### src/rtl/vgachargen_pkg.sv
// vgachargen_pkg: shared console state type, ASCII codes and default screen geometry
package vgachargen_pkg;

    typedef enum logic {IDLE, CLEAR} console_state_t;

    localparam int DEF_COLS = 80;
    localparam int DEF_ROWS = 30;

    localparam logic [7:0] ASCII_BS    = 8'h08;
    localparam logic [7:0] ASCII_LF    = 8'h0A;
    localparam logic [7:0] ASCII_FF    = 8'h0C;
    localparam logic [7:0] ASCII_CR    = 8'h0D;
    localparam logic [7:0] ASCII_SPACE = 8'h20;

endpackage

### src/rtl/vgachargen_console_if.sv
// vgachargen_console_if: byte-stream intake, char-map write port and cursor/status of the console
interface vgachargen_console_if
    import vgachargen_pkg::*;
#(
    parameter int COLS   = DEF_COLS,
    parameter int ROWS   = DEF_ROWS,
    parameter int ADDR_W = 10
);
    localparam int CW = $clog2(COLS);
    localparam int RW = $clog2(ROWS);

    logic [7:0]        data_i;
    logic              valid_i;
    logic              ready_o;
    logic [ADDR_W-1:0] char_map_addr_o;
    logic              char_map_ce_o;
    logic              char_map_we_o;
    logic [3:0]        char_map_be_o;
    logic [31:0]       char_map_wdata_o;
    logic [CW-1:0]     col_o;
    logic [RW-1:0]     row_o;
    logic              busy_o;

    modport master (
        output data_i, valid_i,
        input  ready_o, char_map_addr_o, char_map_ce_o, char_map_we_o,
        input  char_map_be_o, char_map_wdata_o, col_o, row_o, busy_o
    );

    modport slave (
        input  data_i, valid_i,
        output ready_o, char_map_addr_o, char_map_ce_o, char_map_we_o,
        output char_map_be_o, char_map_wdata_o, col_o, row_o, busy_o
    );

endinterface

### src/rtl/vgachargen_cursor.sv
// vgachargen_cursor: column/row text cursor with advance, newline, carriage return, backspace and home
module vgachargen_cursor #(
    parameter int COLS = 80,
    parameter int ROWS = 30,
    parameter int CW   = $clog2(COLS),
    parameter int RW   = $clog2(ROWS)
) (
    input  logic          clk_i,
    input  logic          arstn_i,
    input  logic          inc,
    input  logic          newline,
    input  logic          cr,
    input  logic          bs,
    input  logic          home,
    output logic [CW-1:0] col,
    output logic [RW-1:0] row
);

    logic          col_last;
    logic [RW-1:0] row_next;

    assign col_last = col == CW'(COLS - 1);
    assign row_next = row == RW'(ROWS - 1) ? '0 : row + 1'b1;

    // Apply this cycle's command; home overrides everything, the screen wraps instead of scrolling
    always_ff @(posedge clk_i or negedge arstn_i) begin
        if (!arstn_i) begin
            col <= '0;
            row <= '0;
        end else if (home) begin
            col <= '0;
            row <= '0;
        end else if (inc) begin
            col <= col_last ? '0 : col + 1'b1;
            if (col_last) row <= row_next;
        end else if (newline) begin
            col <= '0;
            row <= row_next;
        end else if (cr) begin
            col <= '0;
        end else if (bs && col != '0) begin
            col <= col - 1'b1;
        end
    end

endmodule

### src/rtl/vgachargen_console.sv
// vgachargen_console: byte-stream text console writing characters into the vgachargen char map
// Optional form-feed screen clear is built when VGACHARGEN_CONSOLE_CLEAR_EN is defined.
module vgachargen_console
    import vgachargen_pkg::*;
#(
    parameter int COLS   = DEF_COLS,
    parameter int ROWS   = DEF_ROWS,
    parameter int ADDR_W = 10
) (
    input logic                clk_i,
    input logic                arstn_i,
    vgachargen_console_if.slave con
);

    localparam int CW = $clog2(COLS);
    localparam int RW = $clog2(ROWS);
    localparam int IW = ADDR_W + 2;
    localparam int NW = COLS * ROWS / 4;

    logic          take;
    logic          inc;
    logic          sweep;
    logic          ff;
    logic          home;
    logic [IW-1:0] idx;
    logic [CW-1:0] col;
    logic [RW-1:0] row;

    assign take = con.valid_i && con.ready_o;
    assign inc  = take && con.data_i >= ASCII_SPACE && con.data_i <= 8'h7E;
    assign idx  = IW'(row) * IW'(COLS) + IW'(col);

    assign con.col_o = col;
    assign con.row_o = row;

    vgachargen_cursor #(.COLS(COLS), .ROWS(ROWS), .CW(CW), .RW(RW)) u_cursor (
        .clk_i   (clk_i),
        .arstn_i (arstn_i),
        .inc     (inc),
        .newline (take && con.data_i == ASCII_LF),
        .cr      (take && con.data_i == ASCII_CR),
        .bs      (take && con.data_i == ASCII_BS),
        .home    (home),
        .col     (col),
        .row     (row)
    );

`ifdef VGACHARGEN_CONSOLE_CLEAR_EN
    console_state_t state;
    logic           clear_done;

    assign ff         = take && con.data_i == ASCII_FF;
    assign clear_done = state == CLEAR && con.char_map_addr_o == ADDR_W'(NW - 1);
    assign sweep      = ff || (state == CLEAR && !clear_done);
    assign home       = clear_done;

    // Enter the clear sweep on form feed and leave it once the last word has been written
    always_ff @(posedge clk_i or negedge arstn_i) begin
        if (!arstn_i) begin
            state      <= IDLE;
            con.busy_o <= 1'b0;
        end else if (ff) begin
            state      <= CLEAR;
            con.busy_o <= 1'b1;
        end else if (clear_done) begin
            state      <= IDLE;
            con.busy_o <= 1'b0;
        end
    end
`else
    assign ff         = 1'b0;
    assign sweep      = 1'b0;
    assign home       = 1'b0;
    assign con.busy_o = 1'b0;
`endif

    // Register the char-map write: one byte lane for a printable char, a full space word while clearing
    always_ff @(posedge clk_i or negedge arstn_i) begin
        if (!arstn_i) begin
            con.ready_o          <= 1'b0;
            con.char_map_ce_o    <= 1'b0;
            con.char_map_we_o    <= 1'b0;
            con.char_map_be_o    <= 4'h0;
            con.char_map_addr_o  <= '0;
            con.char_map_wdata_o <= '0;
        end else begin
            con.ready_o       <= !sweep;
            con.char_map_ce_o <= inc || sweep;
            con.char_map_we_o <= inc || sweep;
            con.char_map_be_o <= sweep ? 4'hF : inc ? 4'b0001 << idx[1:0] : 4'h0;
            if (sweep) begin
                con.char_map_addr_o  <= ff ? '0 : con.char_map_addr_o + 1'b1;
                con.char_map_wdata_o <= {4{ASCII_SPACE}};
            end else if (inc) begin
                con.char_map_addr_o  <= idx[IW-1:2];
                con.char_map_wdata_o <= {4{con.data_i}};
            end
        end
    end

endmodule

### src/flat_wrapper.sv
// flat-port wrapper written by rule: the top's interface ports become plain ports
module vgachargen_console_flat import vgachargen_pkg::*;
#(
    parameter int COLS   = DEF_COLS,
    parameter int ROWS   = DEF_ROWS,
    parameter int ADDR_W = 10
)
  (clk_i, arstn_i, con_data_i, con_valid_i, con_ready_o, con_char_map_addr_o, con_char_map_ce_o, con_char_map_we_o, con_char_map_be_o, con_char_map_wdata_o, con_col_o, con_row_o, con_busy_o);
  vgachargen_console_if #(.COLS(COLS), .ROWS(ROWS), .ADDR_W(ADDR_W)) con_i ();
  input logic clk_i;
  input logic arstn_i;
  input wire logic [$bits(con_i.data_i)-1:0] con_data_i;
  input wire logic [$bits(con_i.valid_i)-1:0] con_valid_i;
  output wire logic [$bits(con_i.ready_o)-1:0] con_ready_o;
  output wire logic [$bits(con_i.char_map_addr_o)-1:0] con_char_map_addr_o;
  output wire logic [$bits(con_i.char_map_ce_o)-1:0] con_char_map_ce_o;
  output wire logic [$bits(con_i.char_map_we_o)-1:0] con_char_map_we_o;
  output wire logic [$bits(con_i.char_map_be_o)-1:0] con_char_map_be_o;
  output wire logic [$bits(con_i.char_map_wdata_o)-1:0] con_char_map_wdata_o;
  output wire logic [$bits(con_i.col_o)-1:0] con_col_o;
  output wire logic [$bits(con_i.row_o)-1:0] con_row_o;
  output wire logic [$bits(con_i.busy_o)-1:0] con_busy_o;
  assign con_i.data_i = con_data_i;
  assign con_i.valid_i = con_valid_i;
  assign con_ready_o = con_i.ready_o;
  assign con_char_map_addr_o = con_i.char_map_addr_o;
  assign con_char_map_ce_o = con_i.char_map_ce_o;
  assign con_char_map_we_o = con_i.char_map_we_o;
  assign con_char_map_be_o = con_i.char_map_be_o;
  assign con_char_map_wdata_o = con_i.char_map_wdata_o;
  assign con_col_o = con_i.col_o;
  assign con_row_o = con_i.row_o;
  assign con_busy_o = con_i.busy_o;
  vgachargen_console #(.COLS(COLS), .ROWS(ROWS), .ADDR_W(ADDR_W)) u_core (.clk_i(clk_i), .arstn_i(arstn_i), .con(con_i));
endmodule
### config.mk
export PLATFORM = sky130hd
export DESIGN_NAME = vgachargen_console_flat
export DESIGN_NICKNAME = d
export VERILOG_FILES = /design/src/rtl/vgachargen_pkg.sv /design/src/rtl/vgachargen_console_if.sv /design/src/rtl/vgachargen_cursor.sv /design/src/rtl/vgachargen_console.sv /design/src/flat_wrapper.sv
export SDC_FILE = /design/constraint.sdc
export NUM_CORES = 1
export LEC_CHECK = 0
export ABC_AREA = 1
export BUFFER_PORTS_ARGS = -buffer_cell sky130_fd_sc_hd__buf_2
export CAP_MARGIN = 20
export CORE_MARGIN = 4
export CORE_UTILIZATION = 56
export DETAILED_ROUTE_END_ITERATION = 12
export GPL_TIMING_DRIVEN = 0
export HOLD_SLACK_MARGIN = 0.06
export PLACE_DENSITY_LB_ADDON = 0.08
export SLEW_MARGIN = 0
export SYNTH_ARGS = -nofsm -noshare
export SYNTH_HDL_FRONTEND = slang
export SYNTH_SLANG_ARGS = --single-unit
### constraint.sdc
create_clock -name clk_i -period 5.2 [get_ports clk_i]
set_input_delay 1.04 -clock clk_i [delete_from_list [all_inputs] [get_ports clk_i]]
set_output_delay 1.04 -clock clk_i [all_outputs]
set_load 0.005 [all_outputs]
==> reports/results.ini <==
[run_status]
status = complete, no violations

[critical_path]
cp-start-kind = flip-flop
startpoint = u_core.u_cursor.row[3]$_DFFE_PN0P_
worstPathMaxFanout = 6
path_class = flip-flop to flip-flop
end_kind = flip-flop
r2r-start = u_core.u_cursor.row[3]$_DFFE_PN0P_
worstPathArrival_ns = 2.43
cp.required_ns = 5.37

[cells_and_area]
fin_cells = 469
syn_to_final_growth_pct = 20.1
drive_gt1_share_pct = 32.1
antenna_cells = 0
nets = 445
layout_common_cells = 96 x nand2_1, 73 x buf_2, 36 x dfrtp_1, 33 x inv_1, 33 x buf_4
final_common_cell = nand2_1
n_fill_cell = 392

[route]
drc_errors = 0
drt_iter0_markers = 117
ant_nets = 0
wirelength_microns = 5810
num_vias = 2280
via_per_inst = 4.86
drt-pass1-iter-count = 4
post_drt_wl_per_cell_microns = 12.4

[logic_synthesis]
synthDistinctLibCells = 29
synthArstFlopShare_pct = 100
ys_seq_area_share_pct = 35.4
synth.area.top_cells = dfrtp_1 35%, nand2_1 14%, buf_4 9.7%
synth-seq-cells = 36
ys.flop_type = dfrtp_1
syn_area_per_cell_sq_um = 7.54
syn-cell-area_sq_um = 2550
yosys_warnings = 0
yosysTopAreaCellShare_pct = 35.4
synth_nets = 367
synth_edf_count = 0
synth_top_area_cell = dfrtp_1
synthCells = 338

[cts]
postCtsHoldBufs = 0
root_buffer = clkbuf_8
cts_resized = 0
postCtsSetupRepairBufs = 0
cts_num_sinks = 36
clockBufferDepth = 2
clock_latency_ns = 0.29
numCtsBuffers = 5
cts.htree.levels = 2
path_clk_slew_ns = 0.07
tritoncts = built

[power_and_ir_drop]
clockPowerShare_pct = 15.5
irDropWorstVdd_mv = 0.255
power_frac_seq_pct = 34.8
internal_power_w = 0.000769
netSwitchingPower_w = 0.000546
leakage_nw = 1.82
combPwrFrac_pct = 49.7
p_per_area_nw_per_um2 = 430
swShare_pct = 41.5

[grt]
grt_max_degree = 37
grt_pass1_vias = 2101
grt_pass1_wl_microns = 9360
gr-total-overflow = 0
grt_antenna_before_repair = 0
grtUsageTotal_pct = 21.5

[sta]
min_period_ns = 2.26
rsz0062_at_grt = no
finalCritPeriodShare_pct = 43.4
fin_worst_skew_ns = 0.00169
slew_headroom_pct = 46.2
fmax_ghz = 0.443
setup_viol = 0
hold_violations = 0
fin_setup_tns_ns = 0
drv_slew = 0
worst_pin_slew_ns = 0.808

[floorplanning]
die_h_microns = 75.4
die_w_microns = 75.4
io_pins = 73
die_area_sq_um = 5690
num_rows = 24
core_region_area_sq_um = 4380
start_util_pct = 58.1

[placed_design]
dp.final_hpwl_microns = 4540
portBuffers = 71
gp_congestion = 0.868
dp_cells = 461

[min_path]
hold_start = u_core.con.char_map_addr_o[9]$_DFFE_PN0P_
min_path_type = flip-flop to flip-flop

[job]
drv_cap = 0

-- synthesized netlist by cell type (3+ instances only) --
library cell / number
inv_2: 6
o21ai_1: 14
nor2_2: 3
ha_1: 16
nand2_1: 96
inv_1: 33
nand3_1: 30
nand4_1: 7
buf_4: 33
dfrtp_1: 36
nor2_1: 28
xor2_1: 9
-- power by group through the flow --
stage | clock (W) | sequential, W | combinational (W)
after CTS | 0.000208 | 0.000458 | 0.000661
after floorplan | 0 | 0.000447 | 0.000443
after global routing | 0.000225 | 0.000471 | 0.000751
final | 0.000204 | 0.000458 | 0.000653
after detailed placement | 0 | 0.000462 | 0.000653
after global placement | 0 | 0.000457 | 0.000635
-- flip-flops by register name, indices dropped and copies added, names as in the netlist --
name / flops
u_core.con.char_map_addr_o: 10
u_core.con.char_map_wdata_o: 8
u_core.u_cursor.col: 7
u_core.u_cursor.row: 5
u_core.con.char_map_be_o: 4
u_core.con.char_map_ce_o: 1
u_core.con.ready_o: 1
-- per-stage QoR --
| stage | setup slack (ns) | area [sq um] | util (%) | hold WS [ns] | total power, W |
|---|---|---|---|---|---|
| after floorplan | 3.16 | 2550 | - | 0.472 | 0.000890 |
| after global placement | 2.98 | 2970 | 67.7 | 0.459 | 0.00109 |
| after detailed placement | 2.93 | 2970 | 67.7 | 0.461 | 0.00112 |
| after CTS | 2.93 | 3060 | 69.8 | 0.481 | 0.00133 |
| after global routing | 2.82 | 3060 | 69.8 | 0.515 | 0.00145 |
| final | 2.94 | 3060 | 69.8 | 0.483 | 0.00132 |
-- logic make-up after synthesis --
kind of cell               share of synthesized area, %
DFF                                                35.4
adders and majority gates                          9.43
and+or+nand+nor                                    30.4
xor gates and xnor gates                           3.78
AOI/OAI and AO/OA                                  4.27
other                                             0.295
buffers and inverters                              16.5
-- worst paths after layout --
check | endpoint | slack, ns | depth (start not counted)
setup reg to reg | u_core.con.char_map_addr_o[7]$_DFFE_PN0P_ | 2.94 | 10
max in group asynchronous | u_core.u_cursor.row[4]$_DFFE_PN0P_ | 3.86 | 1
setup / recovery | u_core.con.char_map_addr_o[7]$_DFFE_PN0P_ | 2.94 | 10
hold reg to reg | u_core.con.char_map_addr_o[9]$_DFFE_PN0P_ | 0.48 | 2
min in group asynchronous | u_core.con.char_map_wdata_o[26]$_DFFE_PN0P_ | 0.84 | 1
hold / removal | u_core.con.char_map_addr_o[9]$_DFFE_PN0P_ | 0.48 | 2
-- critical path, stage by stage, from the launching register on --
cell     delay, ns
dfrtp_1       0.47
ha_1          0.33
ha_1          0.16
inv_1         0.06
fa_1          0.46
xnor2_1       0.20
nand2_1       0.09
nor2_1        0.17
nor2_1        0.06
o21ai_0       0.08
nand2_1       0.08
-- cell type report --
type,instances,area [sq um],share of cell area (%)
multi-input cells,226,1230,40.1
flip-flops and latches,36,901,29.4
repair buffers,71,355,11.6
plain buffers,36,269,8.79
inverters,40,151,4.95
clock buffers,6,82.6,2.70
well taps,52,65.1,2.13
clock inverters,2,10.0,0.327
-- layer usage --
metal  GRT usage (%)  part of all wire [%]  vias up  wire (microns)
met5               0                     0        -               0
met4            7.57                   1.9        0             108
met3            4.22                   7.4       10             428
met2            36.9                    46       66            2670
met1            26.9                    45     1025            2600
li1                -                     -     1179               -
Power figures use the tool's default switching activity.
